--- src/rtl/note_hit_judge.sv ---
// Note hit judgement: turns key presses and frame ticks into per-lane hit/miss events,
// keeps the combo and multiplier, and accumulates a saturating 4-digit BCD score.
module note_hit_judge #(
    parameter int unsigned HIT_LINE_Y  = 400,
    parameter int unsigned GOOD_WIN    = 12,
    parameter int unsigned PERFECT_WIN = 4,
    parameter int unsigned COMBO_STEP  = 10,
    parameter int unsigned MAX_MULT    = 4
) (
    input  logic        Clk,
    input  logic        Reset_n,
    input  logic        frame_clk,
    input  logic [7:0]  keycode,
    input  logic [49:0] lane_y_pos,
    output logic [4:0]  hit_pulse,
    output logic        miss_pulse,
    output logic [1:0]  judge,
    output logic [7:0]  combo,
    output logic [2:0]  multiplier,
    output logic [15:0] score_bcd,
    output logic        busy
);

    localparam logic [10:0] HitY  = 11'(HIT_LINE_Y);
    localparam logic [10:0] PassY = 11'(HIT_LINE_Y + GOOD_WIN);
    localparam logic [10:0] ArmY  = 11'(HIT_LINE_Y - GOOD_WIN);
    localparam logic [10:0] GoodD = 11'(GOOD_WIN);
    localparam logic [10:0] PerfD = 11'(PERFECT_WIN);
    localparam logic [2:0]  MaxMult = 3'(MAX_MULT);

    localparam logic [1:0] JMiss = 2'd1;
    localparam logic [1:0] JGood = 2'd2;
    localparam logic [1:0] JPerf = 2'd3;

    typedef enum logic [1:0] {StIdle, StScan, StAdd, StDone} state_e;

    state_e state_q, state_d;

    logic [4:0]  key_mask, key_mask_q, press_edge;
    logic [2:0]  frame_sync_q;
    logic        frame_edge;
    logic [4:0]  press_pend_q, press_pend_d;
    logic        frame_pend_q, frame_pend_d;
    logic [4:0]  snap_press_q, snap_press_d;
    logic        snap_frame_q, snap_frame_d;
    logic [4:0]  armed_q, armed_d;
    logic [2:0]  lane_q, lane_d;
    logic [1:0]  digit_q, digit_d;
    logic        carry_q, carry_d;
    logic [6:0]  pts_acc_q, pts_acc_d;
    logic [15:0] sum_q, sum_d;
    logic [4:0]  hit_pulse_q, hit_pulse_d;
    logic        miss_pulse_q, miss_pulse_d;
    logic [1:0]  judge_q, judge_d;
    logic [7:0]  combo_q, combo_d;
    logic [2:0]  mult_q, mult_d;
    logic [15:0] score_q, score_d;

    logic [9:0]         cur_y;
    logic [10:0]        cur_y11;
    logic signed [10:0] y_diff;
    logic [10:0]        y_dist;
    logic [4:0]         lane_bit;
    logic               cur_press, cur_armed, armed_now;
    logic [6:0]         mult7, pts_good, pts_perf;
    logic [7:0]         combo_inc;
    logic [11:0]        pts_bcd;
    logic [3:0]         score_dig, pts_dig, dig_new;
    logic [4:0]         dig_sum;
    logic               dig_carry;
    logic [7:0]         combo_div;

    always_comb begin
        key_mask = '0;
        case (keycode)
            8'h04:   key_mask = 5'b00001;
            8'h16:   key_mask = 5'b00010;
            8'h07:   key_mask = 5'b00100;
            8'h09:   key_mask = 5'b01000;
            8'h0A:   key_mask = 5'b10000;
            default: key_mask = '0;
        endcase
    end

    assign press_edge = key_mask & ~key_mask_q;
    assign frame_edge = frame_sync_q[1] & ~frame_sync_q[2];

    always_comb begin
        cur_y = lane_y_pos[9:0];
        case (lane_q)
            3'd1:    cur_y = lane_y_pos[19:10];
            3'd2:    cur_y = lane_y_pos[29:20];
            3'd3:    cur_y = lane_y_pos[39:30];
            3'd4:    cur_y = lane_y_pos[49:40];
            default: cur_y = lane_y_pos[9:0];
        endcase
    end

    assign cur_y11   = {1'b0, cur_y};
    assign y_diff    = $signed(cur_y11) - $signed(HitY);
    assign y_dist    = y_diff[10] ? (~y_diff + 11'd1) : y_diff;
    assign lane_bit  = 5'b00001 << lane_q;
    assign cur_press = |(snap_press_q & lane_bit);
    assign cur_armed = |(armed_q & lane_bit);
    assign mult7     = {4'b0, mult_q};
    assign pts_good  = mult7 << 1;
    assign pts_perf  = pts_good + mult7;
    assign combo_inc = (combo_q == 8'hFF) ? combo_q : combo_q + 8'd1;

    assign pts_bcd = {4'(pts_acc_q / 7'd100), 4'((pts_acc_q / 7'd10) % 7'd10),
                      4'(pts_acc_q % 7'd10)};
    assign score_dig = 4'(score_q >> {digit_q, 2'b00});
    assign pts_dig   = 4'(pts_bcd >> {digit_q, 2'b00});
    assign dig_sum   = {1'b0, score_dig} + {1'b0, pts_dig} + {4'b0, carry_q};
    assign dig_carry = dig_sum > 5'd9;
    assign dig_new   = dig_carry ? 4'(dig_sum - 5'd10) : dig_sum[3:0];
    assign combo_div = 8'(32'(combo_q) / COMBO_STEP);

    // State register
    always_ff @(posedge Clk or negedge Reset_n) begin
        if (!Reset_n) state_q <= StIdle;
        else          state_q <= state_d;
    end

    // Next-state logic
    always_comb begin
        state_d = state_q;
        case (state_q)
            StIdle: if ((|press_pend_q) || frame_pend_q) state_d = StScan;
            StScan: if (lane_q == 3'd4) state_d = (pts_acc_d != '0) ? StAdd : StDone;
            StAdd:  if (digit_q == 2'd3) state_d = StDone;
            StDone: state_d = StIdle;
            default: state_d = StIdle;
        endcase
    end

    // Outputs
    always_comb begin
        busy       = (state_q != StIdle);
        hit_pulse  = hit_pulse_q;
        miss_pulse = miss_pulse_q;
        judge      = judge_q;
        combo      = combo_q;
        multiplier = mult_q;
        score_bcd  = score_q;
    end

    // Datapath next-state
    always_comb begin
        press_pend_d = press_pend_q | press_edge;
        frame_pend_d = frame_pend_q | frame_edge;
        snap_press_d = snap_press_q;
        snap_frame_d = snap_frame_q;
        armed_d      = armed_q;
        armed_now    = cur_armed;
        lane_d       = lane_q;
        digit_d      = digit_q;
        carry_d      = carry_q;
        pts_acc_d    = pts_acc_q;
        sum_d        = sum_q;
        hit_pulse_d  = '0;
        miss_pulse_d = 1'b0;
        judge_d      = judge_q;
        combo_d      = combo_q;
        mult_d       = mult_q;
        score_d      = score_q;
        case (state_q)
            StIdle: begin
                if ((|press_pend_q) || frame_pend_q) begin
                    // Edges landing this cycle start the new pend value
                    snap_press_d = press_pend_q;
                    snap_frame_d = frame_pend_q;
                    press_pend_d = press_edge;
                    frame_pend_d = frame_edge;
                    lane_d       = '0;
                    pts_acc_d    = '0;
                end
            end
            StScan: begin
                if (cur_press) begin
                    if (cur_armed && (y_dist <= PerfD)) begin
                        hit_pulse_d = lane_bit;
                        judge_d     = JPerf;
                        pts_acc_d   = pts_acc_q + pts_perf;
                        combo_d     = combo_inc;
                        armed_d     = armed_q & ~lane_bit;
                        armed_now   = 1'b0;
                    end else if (cur_armed && (y_dist <= GoodD)) begin
                        hit_pulse_d = lane_bit;
                        judge_d     = JGood;
                        pts_acc_d   = pts_acc_q + pts_good;
                        combo_d     = combo_inc;
                        armed_d     = armed_q & ~lane_bit;
                        armed_now   = 1'b0;
                    end else begin
                        miss_pulse_d = 1'b1;
                        judge_d      = JMiss;
                        combo_d      = '0;
                    end
                end
                if (snap_frame_q) begin
                    if (armed_now && (cur_y11 > PassY)) begin
                        miss_pulse_d = 1'b1;
                        judge_d      = JMiss;
                        combo_d      = '0;
                        armed_d      = armed_d & ~lane_bit;
                    end else if (!cur_armed && (cur_y11 < ArmY)) begin
                        armed_d = armed_d | lane_bit;
                    end
                end
                lane_d  = lane_q + 3'd1;
                digit_d = '0;
                carry_d = 1'b0;
            end
            StAdd: begin
                case (digit_q)
                    2'd0:    sum_d[3:0]   = dig_new;
                    2'd1:    sum_d[7:4]   = dig_new;
                    2'd2:    sum_d[11:8]  = dig_new;
                    default: sum_d[15:12] = dig_new;
                endcase
                carry_d = dig_carry;
                digit_d = digit_q + 2'd1;
                if (digit_q == 2'd3) score_d = dig_carry ? 16'h9999 : {dig_new, sum_q[11:0]};
            end
            StDone: begin
                mult_d = (combo_div >= 8'(MAX_MULT)) ? MaxMult : 3'(combo_div) + 3'd1;
            end
            default: ;
        endcase
    end

    always_ff @(posedge Clk or negedge Reset_n) begin
        if (!Reset_n) begin
            key_mask_q   <= '0;
            frame_sync_q <= '0;
            press_pend_q <= '0;
            frame_pend_q <= 1'b0;
            snap_press_q <= '0;
            snap_frame_q <= 1'b0;
            armed_q      <= '1;
            lane_q       <= '0;
            digit_q      <= '0;
            carry_q      <= 1'b0;
            pts_acc_q    <= '0;
            sum_q        <= '0;
            hit_pulse_q  <= '0;
            miss_pulse_q <= 1'b0;
            judge_q      <= '0;
            combo_q      <= '0;
            mult_q       <= 3'd1;
            score_q      <= '0;
        end else begin
            key_mask_q   <= key_mask;
            frame_sync_q <= {frame_sync_q[1:0], frame_clk};
            press_pend_q <= press_pend_d;
            frame_pend_q <= frame_pend_d;
            snap_press_q <= snap_press_d;
            snap_frame_q <= snap_frame_d;
            armed_q      <= armed_d;
            lane_q       <= lane_d;
            digit_q      <= digit_d;
            carry_q      <= carry_d;
            pts_acc_q    <= pts_acc_d;
            sum_q        <= sum_d;
            hit_pulse_q  <= hit_pulse_d;
            miss_pulse_q <= miss_pulse_d;
            judge_q      <= judge_d;
            combo_q      <= combo_d;
            mult_q       <= mult_d;
            score_q      <= score_d;
        end
    end

endmodule

--- config.mk ---
export PLATFORM = sky130hd
export DESIGN_NAME = note_hit_judge
export DESIGN_NICKNAME = d
export VERILOG_FILES = /design/src/rtl/note_hit_judge.sv
export SDC_FILE = /design/constraint.sdc
export NUM_CORES = 1
export LEC_CHECK = 0
export ABC_AREA = 1
export CORE_ASPECT_RATIO = 1.4
export CORE_MARGIN = 1
export CORE_UTILIZATION = 45
export CTS_CLUSTER_DIAMETER = 80
export DETAILED_ROUTE_END_ITERATION = 12
export GPL_TIMING_DRIVEN = 0
export PLACE_DENSITY_LB_ADDON = 0.2
export RECOVER_POWER = 25
export SKIP_LAST_GASP = 1
export SLEW_MARGIN = 20
export SYNTH_ARGS = -nofsm -noshare
export SYNTH_HDL_FRONTEND = slang
export SYNTH_SLANG_ARGS = --single-unit
export TNS_END_PERCENT = 1
--- constraint.sdc ---
create_clock -name Clk -period 4.9 [get_ports Clk]
set_input_delay 0.735 -clock Clk [delete_from_list [all_inputs] [get_ports Clk]]
set_output_delay 0.735 -clock Clk [all_outputs]
set_load 0.03 [all_outputs]
======== After elaboration in Yosys (flattened, before gate mapping) ========
Cells that the tools add are included.
word-level totals
  register bits after elaboration ......... 87
  input bits .............................. 61
  output and inout port bits .............. 36
  word-level logic and storage cells ...... 157
cells by class
  $add $sub $neg .......................... 12
  div/mod/pow operators ................... 5
  order comparisons ....................... 6
  equal/unequal tests ..................... 19
  shift-type cells ........................ 3
  multiplexer cells ....................... 56
  bitwise gates (word level) .............. 13
  reductions and logical operators ........ 22
operator list
  kind                                                                    number
  5-bit 2-to-1 mux                                                        13
  8-bit 2-to-1 mux                                                        6
  10-bit case mux with 4 select lines                                     1
  8-bit by 4-bit divider with 32-bit output, second input constant        1
  7-bit 2-to-1 mux                                                        4
  5-bit AND                                                               5
  5-bit case mux with 5 select lines                                      1
  8-bit by 3-bit == test with 1-bit output, second input constant         2
  8-bit by 4-bit == test with 1-bit output, second input constant         2
  16-bit 2-to-1 mux                                                       1
  2-bit 2-to-1 mux                                                        8
  16-bit by 4-bit right shift with 4-bit output                           1
  5-bit OR reduction                                                      3
  7-bit by 4-bit remainder unit with 7-bit output, second input constant  2
  7-bit case mux with 2 select lines                                      1
  1-bit 2-to-1 mux                                                        13
  2-bit AND reduction                                                     6
  12-bit by 4-bit right shift with 4-bit output                           1
  11-bit by 1-bit adder with 11-bit output, second input constant         1
  11-bit by 3-bit <= comparator with 1-bit output, second input constant  1
  11-bit by 4-bit <= comparator with 1-bit output, second input constant  1
  11-bit 2-to-1 mux                                                       1
  11-bit NOT                                                              1
  10-bit by 9-bit subtractor with 11-bit output, second input constant    1
  42 further kinds                                                        59

======== Longest topological paths before layout ========
  word-level depth ........................ 16
  mapped depth ............................ 36
  gate-level depth less buffers ........... 35

======== Worst setup path after synthesis ========
Ideal clock, no wire load.
  path kind ............................... register -> register
  start point ............................. reg pts_acc_q[6]
  end point ............................... reg sum_q[11]
  library setup time ...................... 125 ps
  data arrival time ....................... 4653 ps
  required time ........................... 4775 ps
  setup slack ............................. 122 ps
  stages on the path, launching flop included .. 31
  path buffers ............................ 1
  clock period less this slack ............ 4778 ps
  cells stage by stage .................... dfrtp_1 -> nand2_1 -> inv_1 -> o21ai_1 -> nand2_1 -> nand2_1 -> nand2_2 -> nand2_1 -> and2_1 -> nand2_1 -> nand2_1 -> nand2_1 -> xor2_1 -> ha_1 -> or2_1 -> nand3_1 -> inv_1 -> o21ai_0 -> nand2_1 -> fa_1 -> fa_1 -> xnor2_1 -> inv_1 -> ha_1 -> a211o_1 -> clkbuf_1 -> nand2_1 -> inv_1 -> nor2_1 -> xnor2_1 -> mux2_2
on the way
  word-level cells in the longest chain between the ends .. 7
  elaborated cells on any way between the ends .. 10
  classes of those cells .................. add/sub: 3; div: 4; order compare: 1; shift: 1; mux: 1
ends and longest elaborated chain
  what                                                                                      line      RTL
  from (decl)                                                                               50        logic [6:0] pts_acc_q, pts_acc_d;
  from (signal assigned)                                                                    264       pts_acc_q <= pts_acc_d;
  7-bit by 4-bit divider with 7-bit output                                                  110       assign pts_bcd = {4'(pts_acc_q / 7'd100), 4'((pts_acc_q / 7'd10) % 7'd10),
  7-bit by 4-bit remainder unit with 7-bit output                                           110
  12-bit by 4-bit right shift with 4-bit output *                                           113       assign pts_dig = 4'(pts_bcd >> {digit_q, 2'b00});
  4-bit by 4-bit adder with 5-bit output *                                                  114       assign dig_sum = {1'b0, score_dig} + {1'b0, pts_dig} + {4'b0, carry_q};
  5-bit by 1-bit adder with 5-bit output *                                                  114
  4-bit subtractor / 5-bit by 4-bit > comparator with 1-bit output (equally long branches)  116, 115
  4-bit 2-to-1 mux *                                                                        116       assign dig_new = dig_carry ? 4'(dig_sum - 5'd10) : dig_sum[3:0];
  to (signal assigned)                                                                      265       sum_q <= sum_d;
  to (decl)                                                                                 51        logic [15:0] sum_q, sum_d;
Mark *: on every way between the ends. The rest lies on a longest branch, timed or not.
A chain may end at the register's enable or synchronous reset.

======== Final worst setup path ========
  start point ............................. reg pts_acc_q[5]
  end point ............................... reg sum_q[7]
Same word-level chain as after synthesis.

==> impl_metrics.toml <==
[min_path]
holdPathEnd = "frame_sync_q[1]$_DFF_PN0_"
min_delay_path_depth = 0
min-delay-path-class = "reg -> reg"
min_from = "frame_sync_q[0]$_DFF_PN0_"

[synth]
synth_top_cell_by_area = "dfrtp_1"
yosys_warnings = 0
yosysUniqueCellTypes = 58
synth_nets = 1085
synth.area.top_cells = "dfrtp_1 29%, nand2_1 14%, ha_1 7.4%"
synth.ff_latch_count = 87
synthArstFlopShare = 1.00
synth_flop_cell = "dfrtp_1"
synth_edf_count = 0
netlist_area_um2 = 6900
synth_seq_area_share = 0.317
syn_area_per_cell_um2 = 7.06
synth_top_area_frac = 0.294
synth_cells = 977

[global_route]
antenna_found_initial = 0
overflow = 0
grt_max_degree = 57
first_global_vias = 6438
grt_use_total = 0.237
grt_first_pass_wirelength_um = 30200

[critical_path]
start_kind = "flop"
critical_path_class = "reg -> reg"
worstReg2RegStart = "pts_acc_q[5]$_DFF_PN0_"
cp.required_ps = 5130
crit_family = "simple AND/OR/NAND/NOR gates"
crit_path_max_incr_delay_ps = 430
worstPathArrival_ps = 4960
r2r_setup_slack_ps = 170
cp_max_fo = 5
slowest_stage = "dfrtp_1"
path_common_cell = "nand2_1"
rr_worst_depth = 29
r2r_end = "sum_q[7]$_DFFE_PN0P_"
path_buf_inv = 4
endpoint_kind = "flop"

[floorplan]
row_count = 53
die_h_um = 148
initial_core_util = 0.460
die_w_um = 107
ios = 97
core-area_um2 = 15000
die_area_um2 = 15800

[clocking]
cts_root_buf = "clkbuf_16"
cts_buffers = 9
cts.path.max_buffers = 2
path_clk_slew_ps = 70
clock_latency_ps = 340
htree_levels = 3
cts_tree = "done"
postCtsHoldBufs = 0
cts.sinks = 87

[pwr]
leakagePower_uw = 0.00424
vdd_drop_max_mv = 0.943
p_per_area_nw_per_um2 = 789
total_power_uw = 6770

[sta]
slew_headroom = -0.281
fin_crit_sh = 0.966
fin_setup_tns_ps = 0
rsz0062_at_grt = "true"
finClkSkew_ps = 3.22
fmax_mhz = 211
hold_viol = 0
finalCriticalPeriod_ps = 4730
tightest_slew_ps = 1920
drv_slew = 32
setup-violations-final = 0
fin_ws_ps = 168

[placement]
dp_hpwl_um = 14000
gp_congestion = 0.871
place_area_um2 = 8130
port_buffers = 96
dpl_worst_slack_ps = -540

[final_layout]
drive_above_1_share = 0.124
syn_to_final_growth_pct = 24.5
final_common_cell = "nand2_1"
fin_area_um2 = 8590
nets = 1200
antenna_cells = 0
fin_util = 0.573
mostFrequentLayoutCells = "253 x nand2_1, 128 x inv_1, 94 x clkdlybuf4s50_1"

[status]
violations = "capacitance limit, slew limit"
status = "complete, but fails checks"

[route]
ant_nets = 0
viasPerCell = 5.12
dr.first_iter.drc_count = 268
wire_per_inst_um = 13.9
drtPass1Iterations = 5
vias = 6599
drc = 0
routed_wl_um = 18000

[run]
maxCapViolations = 1
## flip-flops by register name (all words and copies together) (netlist names), 3 cells and up
register / flops
armed_q: 5
combo: 8
frame_sync_q: 3
hit_pulse: 5
key_mask_q: 5
lane_q: 3
multiplier: 3
press_pend_q: 5
pts_acc_q: 7
score_bcd: 16
snap_press_q: 5
sum_q: 12
## power breakdown
group	leakage, µW	switching [µW]	total (µW)	internal, µW
Sequential	0.00113	174	1080	907
Combinational	0.00297	3200	4980	1780
Clock	0.000148	308	710	402
## per-stage QoR
stage,hold slack [ps],std cells
global route,363,1289
finish,359,1289
floorplan,331,977
global placement,332,1265
detailed placement,344,1266
CTS,276,1287
## worst max path at each step
stage / from / end / slack (ps) / cells after the start
after detailed placement: pts_acc_q[4]$_DFF_PN0_ / sum_q[11]$_DFFE_PN0P_ / -540 / 29
after floorplan: pts_acc_q[6]$_DFF_PN0_ / sum_q[11]$_DFFE_PN0P_ / 120 / 30
final: pts_acc_q[5]$_DFF_PN0_ / sum_q[7]$_DFFE_PN0P_ / 170 / 29
after CTS: pts_acc_q[6]$_DFF_PN0_ / sum_q[11]$_DFFE_PN0P_ / 0.8 / 29
after global placement: pts_acc_q[4]$_DFF_PN0_ / sum_q[11]$_DFFE_PN0P_ / -510 / 29
after global routing: pts_acc_q[5]$_DFF_PN0_ / sum_q[11]$_DFFE_PN0P_ / -80 / 29
## metal layers
metal  GRT usage  up-vias  wire (µm)  share of wire
li1            -     3425          -              -
met1       0.273     3065       7520           0.42
met2       0.449       90       9650           0.54
met3      0.0276       19        515          0.029
met4      0.0747        0        283          0.016
met5           0        -          0              0
## repair_timing
action / CTS / global route
gates cloned: 0 / 0
pin swaps: 3 / 11
setup endpoints to repair: 25 / 24
setup buffers: 6 / 2
gates resized for setup: 7 / 29
## layout make-up
type	instances	area, µm²
Inverter	150	567
Sequential cell	87	2190
Multi-Input combinational cell	719	4130
Fill cell	1469	6400
Clock buffer	9	225
Tap cell	192	240
Clock inverter	7	80.1
Buffer	20	114
Timing Repair Buffer	105	1040
## Yosys cell counts, drive strengths merged, types with 3 or more instances
cell    instances
a21oi          23
a32o            4
buf             7
clkbuf         14
clkinv          4
dfrtp          81
dfstp           6
fa              6
ha             41
inv           146
mux2            3
nand2         285
nand3          98
nand3b          7
nand4          18
nor2           78
nor3            8
nor4            5
o211ai          5
o21ai          82
o22ai          12
or2             4
xnor2           6
xor2           11
## kinds of logic after synthesis
group,Yosys count,synth area share
mux,3,0.00490
fa+ha+maj,47,0.0918
flops,87,0.317
compound gates,145,0.127
simple gates,507,0.339
buf+inv,171,0.0992
xor+xnor,17,0.0216
Note: power is estimated with default switching activity, not from simulation.
